--- src/rtl/pattern_generator.sv ---
// Reaction-game pattern source: divides the clock to the game tick and issues
// non-repeating LFSR target patterns with programmable hold and gap times.
module pattern_generator #(
   parameter int unsigned CLK_HZ    = 50_000_000,
   parameter int unsigned TICK_HZ   = 10,
   parameter logic [7:0]  LFSR_SEED = 8'hA5,
   parameter logic [7:0]  HOLD_RST  = 8'd20,
   parameter logic [7:0]  GAP_RST   = 8'd5
) (
   input  logic       CLOCK50M,
   input  logic       reset,
   input  logic       enable,
   input  logic       write,
   input  logic [1:0] address,
   input  logic [7:0] writedata,
   output logic [7:0] readdata,
   output logic       counter10h,
   output logic [7:0] pattern,
   output logic [7:0] round
);

   localparam int unsigned DIV = CLK_HZ / TICK_HZ;
   localparam int unsigned DW  = $clog2(DIV);
   localparam logic [DW-1:0] DIV_LAST = DW'(DIV - 1);

   typedef enum logic [1:0] {IDLE, SHOW, GAP} state_t;

   logic [DW-1:0] div_cnt_reg;
   logic          counter10h_reg;
   logic [7:0]    hold_reg;
   logic [7:0]    gap_reg;
   logic [7:0]    lfsr_reg;
   logic [7:0]    lfsr_next;
   state_t        state_reg;
   logic [7:0]    tcnt_reg;
   logic [7:0]    pattern_reg;
   logic [7:0]    round_reg;
   logic [7:0]    hold_eff;
   logic          tick;
   logic          issue;
   logic          seed_wr;

   always_comb begin
      tick      = (div_cnt_reg == DIV_LAST);
      hold_eff  = (hold_reg == 8'd0) ? 8'd1 : hold_reg;
      seed_wr   = write && (address == 2'd2);
      lfsr_next = {1'b0, lfsr_reg[7:1]} ^ (lfsr_reg[0] ? 8'hB8 : 8'h00);
      issue     = 1'b0;
      case (state_reg)
         IDLE:    issue = enable && tick;
         SHOW:    issue = enable && tick && (tcnt_reg == 8'd0) && (gap_reg == 8'd0);
         GAP:     issue = enable && tick && (tcnt_reg == 8'd0);
         default: issue = 1'b0;
      endcase
   end

   always_ff @(posedge CLOCK50M or posedge reset) begin
      if (reset) begin
         div_cnt_reg    <= '0;
         counter10h_reg <= 1'b0;
      end else begin
         div_cnt_reg    <= tick ? '0 : div_cnt_reg + DW'(1);
         counter10h_reg <= tick;
      end
   end

   always_ff @(posedge CLOCK50M or posedge reset) begin
      if (reset) begin
         hold_reg <= HOLD_RST;
         gap_reg  <= GAP_RST;
      end else if (write) begin
         if (address == 2'd0) hold_reg <= writedata;
         if (address == 2'd1) gap_reg  <= writedata;
      end
   end

   // A seed write on an issue edge overrides the advance; the issued pattern
   // still comes from the pre-write LFSR value.
   always_ff @(posedge CLOCK50M or posedge reset) begin
      if (reset)
         lfsr_reg <= LFSR_SEED;
      else if (seed_wr)
         lfsr_reg <= (writedata == 8'd0) ? LFSR_SEED : writedata;
      else if (issue)
         lfsr_reg <= lfsr_next;
   end

   always_ff @(posedge CLOCK50M or posedge reset) begin
      if (reset) begin
         state_reg   <= IDLE;
         tcnt_reg    <= 8'd0;
         pattern_reg <= 8'd0;
         round_reg   <= 8'd0;
      end else if (!enable) begin
         state_reg   <= IDLE;
         tcnt_reg    <= 8'd0;
         pattern_reg <= 8'd0;
      end else if (tick) begin
         if (issue) begin
            state_reg   <= SHOW;
            pattern_reg <= lfsr_reg;
            round_reg   <= round_reg + 8'd1;
            tcnt_reg    <= hold_eff - 8'd1;
         end else begin
            case (state_reg)
               SHOW: begin
                  if (tcnt_reg != 8'd0) begin
                     tcnt_reg <= tcnt_reg - 8'd1;
                  end else begin
                     state_reg   <= GAP;
                     pattern_reg <= 8'd0;
                     tcnt_reg    <= gap_reg - 8'd1;
                  end
               end
               GAP:     tcnt_reg <= tcnt_reg - 8'd1;
               default: tcnt_reg <= tcnt_reg;
            endcase
         end
      end
   end

   always_comb begin
      readdata = 8'd0;
      case (address)
         2'd0: readdata = hold_reg;
         2'd1: readdata = gap_reg;
         2'd2: readdata = lfsr_reg;
         2'd3: readdata = round_reg;
         default: readdata = 8'd0;
      endcase
   end

   assign counter10h = counter10h_reg;
   assign pattern    = pattern_reg;
   assign round      = round_reg;

endmodule

--- config.mk ---
export PLATFORM = sky130hd
export DESIGN_NAME = pattern_generator
export DESIGN_NICKNAME = d
export VERILOG_FILES = /design/src/rtl/pattern_generator.sv
export SDC_FILE = /design/constraint.sdc
export NUM_CORES = 1
export LEC_CHECK = 0
export ABC_AREA = 1
export BUFFER_PORTS_ARGS = -buffer_cell sky130_fd_sc_hd__buf_2
export CELL_PAD_IN_SITES_DETAIL_PLACEMENT = 0
export CELL_PAD_IN_SITES_GLOBAL_PLACEMENT = 2
export CORE_MARGIN = 1
export CORE_UTILIZATION = 31
export CTS_CLUSTER_SIZE = 30
export DETAILED_ROUTE_END_ITERATION = 8
export MAX_ROUTING_LAYER = met4
export PLACE_DENSITY_LB_ADDON = 0.1
export SETUP_SLACK_MARGIN = 0.02
export SLEW_MARGIN = 20
export SYNTH_ARGS = -nofsm -noshare
export SYNTH_HDL_FRONTEND = slang
export SYNTH_SLANG_ARGS = --single-unit
--- constraint.sdc ---
create_clock -name CLOCK50M -period 1.9 [get_ports CLOCK50M]
set_input_delay 0.095 -clock CLOCK50M [delete_from_list [all_inputs] [get_ports CLOCK50M]]
set_output_delay 0.095 -clock CLOCK50M [all_outputs]
set_load 0.005 [all_outputs]
Word-level counts from Yosys, hierarchy flattened
Cells that the tools add are included.
Widths: inputs -> output; s select.
- add/subtract/negate cells: 5
- multiply operators: 0
- div/mod/pow operators: 0
- $lt $le $gt $ge: 0
- equal/unequal tests: 10
- shift-type cells: 0
- muxes and demuxes: 23
- bitwise gates (word level): 1
- reductions and logical operators: 17
- operator list (operator ; count):
    $mux 8 ; 14
    $logic_not 8->1 ; 4
    $pmux 8 s4 ; 1
    $sub 8x1->8 const B ; 3
    $add 23x1->23 const B ; 1
    $eq 23x23->1 const B ; 1
    $mux 23 ; 1
    $pmux 8 s2 ; 1
    $mux 2 ; 5
    $add 8x1->8 const B ; 1
    $reduce_bool 8->1 ; 1
    $xor 7x8->8 ; 1
    $eq 2x2->1 const B ; 3
    $reduce_and 2->1 ; 3
    $reduce_and 3->1 ; 2
    $eq 2x1->1 const B ; 2
    $logic_and 1x1->1 ; 4
    $logic_not 2->1 ; 2
    $ne 4x1->1 const B ; 1
    $ne 3x1->1 const B ; 1
    $ne 3x3->1 const B ; 1
    $pmux 1 s3 ; 1
    $ne 2x1->1 const B ; 1
    $reduce_bool 2->1 ; 1
- register bits: 74
- latch bits: 0
- RAM bits: 0
- bits in read-only memories: 0
- output and inout port bits: 25
- word-level logic and storage cells: 65
- memories kept: 0

Depth between registers and ports, before layout
Gate-level depths: netlist of the first run.
- depth after elaboration: 8
- gate-level depth with buffers: 15
- mapped depth without buffers: 15

Worst setup path after synthesis of the first run
No wires, ideal clock.
- kind: register to register
- start point: register gap_reg[0]
- end point: register lfsr_reg[2]
- library setup time: 0.084 ns
- arrival time: 1.650 ns
- data required time: 1.816 ns
- setup slack: 0.166 ns
- cell stages (with the launch flop): 16
- path through: dfstp_2 > inv_1 > ha_1 > nand2_1 > nor2_1 > nand2_1 > nand2_1 > nand2_1 > nand2_1 > nand2_4 > clkinv_2 > buf_6 > nand2_1 > nand2_1 > o31ai_1 > nand2_1
- longest elaborated chain between the ends: 4
- ends and longest elaborated chain (element ; line ; RTL):
    from (decl) ; 31 ; logic [7:0] gap_reg;
    from (signal assigned) ; 73 ; if (address == 2'd1) gap_reg <= writedata;
    $logic_not 8->1 ; 51 ; SHOW: issue = enable && tick && (tcnt_reg == 8'd0) && (gap_reg == 8'd0);
    $logic_and 1x1->1 ; 51 ;
    $pmux 1 s3 ; 49 ; case (state_reg)
    $reduce_bool 2->1 (no line) ; - ;
    to (signal assigned) ; 83 ; lfsr_reg <= (writedata == 8'd0) ? LFSR_SEED : writedata;
    to (signal assigned) ; 85 ; lfsr_reg <= lfsr_next;
    to (decl) ; 32 ; logic [7:0] lfsr_reg;
Every way passes these cells.
A chain may end at the register's enable or synchronous reset.

Worst setup path in the final report of the first run
- start point: register tcnt_reg[1]
- end point: register tcnt_reg[1]
- longest elaborated chain between the ends: 7
- ends and longest elaborated chain (element ; line ; RTL):
    from (decl) ; 35 ; logic [7:0] tcnt_reg;
    from (signal assigned) ; 103 ; tcnt_reg <= hold_eff - 8'd1;
    from (signal assigned) ; 108 ; tcnt_reg <= tcnt_reg - 8'd1;
    from (signal assigned) ; 112 ; tcnt_reg <= gap_reg - 8'd1;
    branches (longest 7 deep; another with $sub 8x1->8) ; - ;
Parallel ways; which one is timed is not known. The select of a mux whose other input is x is not followed.

==> results of run 1 <==
-- power by group --
group          switching, mW  total [mW]  internal, mW
registers             0.0790        1.78          1.70
clock network          0.718        1.74          1.02
logic                  0.793        1.40         0.611
-- how the worst max path moves through the flow --
| stage | start | to | cells after the start |
|---|---|---|---|
| after global routing | div_cnt_reg[1] | div_cnt_reg[22] | 11 |
| after global placement | gap_reg[0] | tcnt_reg[5] | 14 |
| after detailed placement | tcnt_reg[0] | lfsr_reg[4] | 11 |
| final | tcnt_reg[1] | tcnt_reg[1] | 14 |
| after floorplan | gap_reg[0] | lfsr_reg[2] | 15 |
| after CTS | gap_reg[0] | pattern[5] | 15 |
-- layout make-up --
type / count / area, um^2
Multi-Input combinational cell: 433 / 2490
Timing Repair Buffer: 127 / 905
Inverter: 99 / 398
Clock inverter: 6 / 66.3
Tap cell: 180 / 225
Fill cell: 1429 / 7870
Sequential cell: 74 / 1860
Clock buffer: 10 / 229
-- tightest hold or removal path: cells and delay by family --
kind	cells	cell delay (ps)
buf+inv	1	100
compound gates	2	170
-- cell usage after synthesis (all sizes together) --
| library cell | instances |
|---|---|
| nand4 | 15 |
| xor2 | 25 |
| o211a | 1 |
| ha | 11 |
| nor4 | 4 |
| a21oi | 5 |
| xnor2 | 7 |
| dfrtp | 66 |
| o221ai | 4 |
| nand3b | 2 |
| o31ai | 1 |
| o2111ai | 8 |
| nor2 | 58 |
| nand3 | 30 |
| nor3 | 10 |
| or2 | 1 |
| clkbuf | 3 |
| dfstp | 8 |
| inv | 96 |
| clkinv | 3 |
| o22ai | 2 |
| nand2 | 211 |
| o21a | 1 |
| o21ai | 33 |
| buf | 2 |
| o211ai | 4 |
-- stage by stage --
| stage | total power, mW | area (um^2) | setup WS (ps) |
|---|---|---|---|
| after floorplan | 2.52 | 4500 | 166 |
| after global placement | 3.08 | 5470 | -64.8 |
| after detailed placement | 3.07 | 5470 | -93.9 |
| after CTS | 4.85 | 5850 | 23.6 |
| after global routing | 5.21 | 6170 | -14.6 |
| final | 4.92 | 6170 | 94.9 |
-- per-layer routing --
| metal | GRT usage, % | share of wire, % | vias to the layer above |
|---|---|---|---|
| li1 | - | - | 2207 |
| met1 | 26.8 | 48 | 1990 |
| met2 | 33.6 | 47 | 64 |
| met3 | 3.72 | 3.2 | 21 |
| met4 | 6.33 | 1.6 | 0 |
| met5 | - | 0 | - |
-- cells by family (layout without fill, tap and decap cells) --
group / count (synthesis) / count (layout) / synth area share (%)
XOR/XNOR: 32 / 32 / 6.23
AND/OR/NAND/NOR: 331 / 331 / 31.9
adder cells (fa/ha/maj): 11 / 11 / 3.06
buffers and inverters: 104 / 242 / 9.04
AO/OA/AOI/OAI: 59 / 59 / 8.37
flip-flops: 74 / 74 / 41.4
-- repair_timing --
action                                 4_1_cts  5_1_grt
setup endpoints to repair                   29       33
setup buffers                                0       10
resized for setup                           12       71
pin swaps                                    2       23
cloned                                       0        0
hold buffers                                 4        0
endpoints found under the hold margin       15        0
==> metrics.yaml, run 1 <==
largest_reg_flops: 23
grt-ovfl-total: 0
wire_per_inst_um: 15.3
htreeDepth: 3
crit_path_max_fanout: 6
crit_family: "simple AND/OR/NAND/NOR gates"
finalHoldViolCount: 0
worstPathArrival_ps: 2040
start_util_pct: 32.1
vias_per_cell: 4.61
period_minus_slack_ps: 1810
synth_area_leaders: "dfrtp_1 37%, nand2_1 17%, inv_1 7.5%"
end_kind: "register"
fmax_ghz: 0.554
fin_skew_ps: 6.51
peakVddDrop_mv: 0.564
status: "finished, final reports clean"
antenna_found_initial: 0
fin_nets: 769
yosysTopAreaCell: "dfrtp_1"
rr_endpoint: "tcnt_reg[1]"
cts.clk_slew.worst_paths_ps: 60
port_buffers: 38
ant_nets: 0
die_area_um2: 15000
startpoint_type: "register"
dp.cells: 899
ys_seq_elements: 74
syn_inst: 611
r2r_start: "tcnt_reg[1]"
critPathBufInv: 5
drtIter0Drc: 198
ys_warn_count: 0
dpl.hpwl_um: 11400
worstMarginPinSlew_ps: 422
fin_setup_tns_ps: 0
grtUsageTotal_pct: 20.9
first_global_vias: 4341
netlist.area_leader.share_pct: 36.7
cts_buffers: 9
critPathSlowestCell: "dfrtp_1"
layout_common_cells: "192 x nand2_1, 80 x buf_4, 78 x inv_1"
crit_chain: "inv_2, ha_4, inv_2, nor3_4, nand2_2, nand2_4, nand2_8, nand2_4, inv_4, buf_6, nand2_8, inv_8, nand2_1, nand2_1"
die-width_um: 122
diodes: 0
powerDensity_nw_per_um2: 798
crit_path_max_incr_delay_ps: 390
syn-num-nets: 636
core_area_um2: 14000
power.static_leakage_nw: 3.19
hold_class: "in -> reg"
final_cells: 929
cts_buffer_depth: 2
period_share_pct: 95.0
syn_avg_cell_area_um2: 7.37
cts.sinks: 74
rr_worst_depth: 14
drive_above_1_share_pct: 29.8
root_buffer: "clkbuf_16"
maxCapViolCount: 0
holdPathEnd: "lfsr_reg[0]"
gp_congestion: 0.895
netlist_area_um2: 4500
ios: 39
utilization_pct: 43.9
rsz0062_at_grt: "true"
hold_depth: 3
grt_pass1_wl_um: 22600
drc: 0
final_common_cell: "nand2_1"
die_y_um: 122
maxSlewHeadroom_pct: 71.8
area_growth_syn_to_layout_pct: 37.1
wl_um: 14200
ff2ff_setup_slack_ps: 90
firstDrtPassIters: 5
yosysSeqAreaShare_pct: 41.4
synth.distinct_cells: 38
finalSetupViolations: 0
clk_latency_ps: 340
rows: 43
vias: 4282
hold_slack_ps: 59.6
cts_tree: "done"
hold_start: "writedata[0]"
crit_type: "reg -> reg"
final-max-slew-violation-count: 0
grt_max_degree: 25
critical_path_required_ps: 2140
Note: power is estimated with default switching activity, not from simulation.
==> inputs of run 2 (changes only) <==
Settings changed: BUFFER_PORTS_ARGS -buffer_cell sky130_fd_sc_hd__buf_2 to -buffer_cell sky130_fd_sc_hd__buf_4.
==> metrics.yaml, run 2 (synthesis gave the netlist of run 1 again) <==
grt_pass1_wl_um: 22400
grt-ovfl-total: 0
powerDensity_nw_per_um2: 811
clk_latency_ps: 340
largest_reg_flops: 23
ant_nets: 0
peakVddDrop_mv: 0.585
rr_endpoint: "lfsr_reg[4]"
die_area_um2: 15000
dpl.hpwl_um: 11100
ios: 39
grt_max_degree: 75
port_buffers: 38
finalHoldViolCount: 0
rr_worst_depth: 11
cellInternalPower_mw: 3.44
cts.clk_slew.worst_paths_ps: 60
wl_um: 13900
diodes: 0
hold_slack_ps: 57.5
cts_buffer_depth: 2
die_y_um: 122
crit_path_max_fanout: 6
cts_tree: "done"
wire_per_inst_um: 15.1
drtIter0Drc: 241
cts.sinks: 74
firstDrtPassIters: 5
gp_congestion: 0.861
final_common_cell: "nand2_1"
hold_start: "writedata[0]"
power.static_leakage_nw: 3.19
worstMarginPinSlew_ps: 442
final-max-slew-violation-count: 0
rsz0062_at_grt: "true"
cts_buffers: 9
maxSlewHeadroom_pct: 70.5
seqPwrFrac_pct: 36.0
fmax_ghz: 0.555
fin_skew_ps: 6.76
final.fill_count: 1477
fin_setup_tns_ps: 0
period_minus_slack_ps: 1800
holdPathEnd: "lfsr_reg[0]"
hold_depth: 3
first_global_vias: 4235
drive_above_1_share_pct: 27.0
hold_class: "in -> reg"
maxCapViolCount: 0
drc: 0
die-width_um: 122
start_util_pct: 32.1
critical_path_required_ps: 2110
totalPowerFinal_mw: 4.97
ff2ff_setup_slack_ps: 100
layout_common_cells: "199 x nand2_1, 114 x buf_4, 83 x inv_1"
finalSetupViolations: 0
rows: 43
root_buffer: "clkbuf_16"
core_area_um2: 14000
antenna_found_initial: 0
p_sw_share_pct: 30.7
vias: 4278
htreeDepth: 3
vias_per_cell: 4.63
end_kind: "register"
crit_type: "reg -> reg"
period_share_pct: 94.9
p_comb_share_pct: 26.9
utilization_pct: 43.7
status: "finished, final reports clean"
switchingPower_mw: 1.53
power.share.clock_pct: 37.1
startpoint_type: "register"
worstPathArrival_ps: 2020
area_growth_syn_to_layout_pct: 36.3
r2r_start: "div_cnt_reg[1]"
grtUsageTotal_pct: 20.6
fin_nets: 764
run 2: cell count changes in the layout (fill, tap and decap cells not counted), moves of 3 or more:
| cell | change |
|---|---|
| buf_2 | -38 |
| buf_4 | +34 |
| nand2_1 | +7 |
| inv_1 | +5 |
| inv_2 | -5 |
| nand2_2 | -5 |
| nor2_1 | +3 |
run 2: final cells by class:
| type | count | area, um^2 | area share, % |
|---|---|---|---|
| clock buffers | 11 | 233 | 3.80 |
| repair buffers | 122 | 950 | 15.5 |
| multi-input cells | 433 | 2390 | 39.0 |
| inverters | 99 | 388 | 6.33 |
| well taps | 180 | 225 | 3.67 |
| clock inverters | 5 | 81.3 | 1.33 |
| flip-flops and latches | 74 | 1860 | 30.4 |
run 2: power by group through the flow:
| stage | clock [mW] | sequential [mW] | combinational (mW) |
|---|---|---|---|
| 6_report | 1.85 | 1.79 | 1.34 |
| 5_1_grt | 1.95 | 1.80 | 1.50 |
| 4_1_cts | 1.90 | 1.79 | 1.29 |
| 3_5_place_dp | 0 | 1.82 | 1.27 |
| 3_3_place_gp | 0 | 1.81 | 1.28 |
| 2_1_floorplan | 0 | 1.81 | 0.711 |
run 2: what timing repair did:
| item | CTS | global route |
|---|---|---|
| hold buffers | 4 | 0 |
| resized for setup | 9 | 47 |
| setup buffers | 0 | 5 |
| pin swaps | 1 | 15 |
| endpoints found under the setup margin | 10 | 32 |
| hold endpoints to repair | 69 | 0 |
run 2: worst max-delay path by stage:
| stage | from | slack (ps) | cells after the start | to |
|---|---|---|---|---|
| final | div_cnt_reg[1] | 100 | 11 | lfsr_reg[4] |
| after global routing | div_cnt_reg[1] | -50 | 12 | div_cnt_reg[22] |
| after detailed placement | div_cnt_reg[0] | -10 | 12 | div_cnt_reg[22] |
| after floorplan | gap_reg[0] | 170 | 15 | lfsr_reg[2] |
| after global placement | gap_reg[0] | -10 | 14 | tcnt_reg[5] |
| after CTS | gap_reg[0] | 6 | 14 | tcnt_reg[2] |
run 2: per-layer routing:
layer | vias to the layer above | GRT usage [%] | wire length [um]
li1 | 2195 | - | -
met1 | 1984 | 26.9 | 6750
met2 | 78 | 32.4 | 6520
met3 | 21 | 3.58 | 412
met4 | 0 | 6.63 | 263
met5 | - | - | 0
run 2: critical path, stage by stage (launching register included):
cell and delay (ps):
dfrtp_1 390, ha_4 170, nand3_4 90, nor2_1 200
nand3_4 110, nor2_4 140, nand2_4 100, buf_4 160
nand2_2 80, inv_2 80, nand2_1 60, o221ai_1 100
run 2: stage by stage:
step | std cells | worst slack, ps | area, um^2
after global placement | 899 | -10.1 | 5560
after detailed placement | 899 | -13.1 | 5560
after CTS | 919 | 5.54 | 5930
final | 924 | 97.8 | 6130
after floorplan | 611 | 166 | 4500
after global routing | 924 | -45.7 | 6130
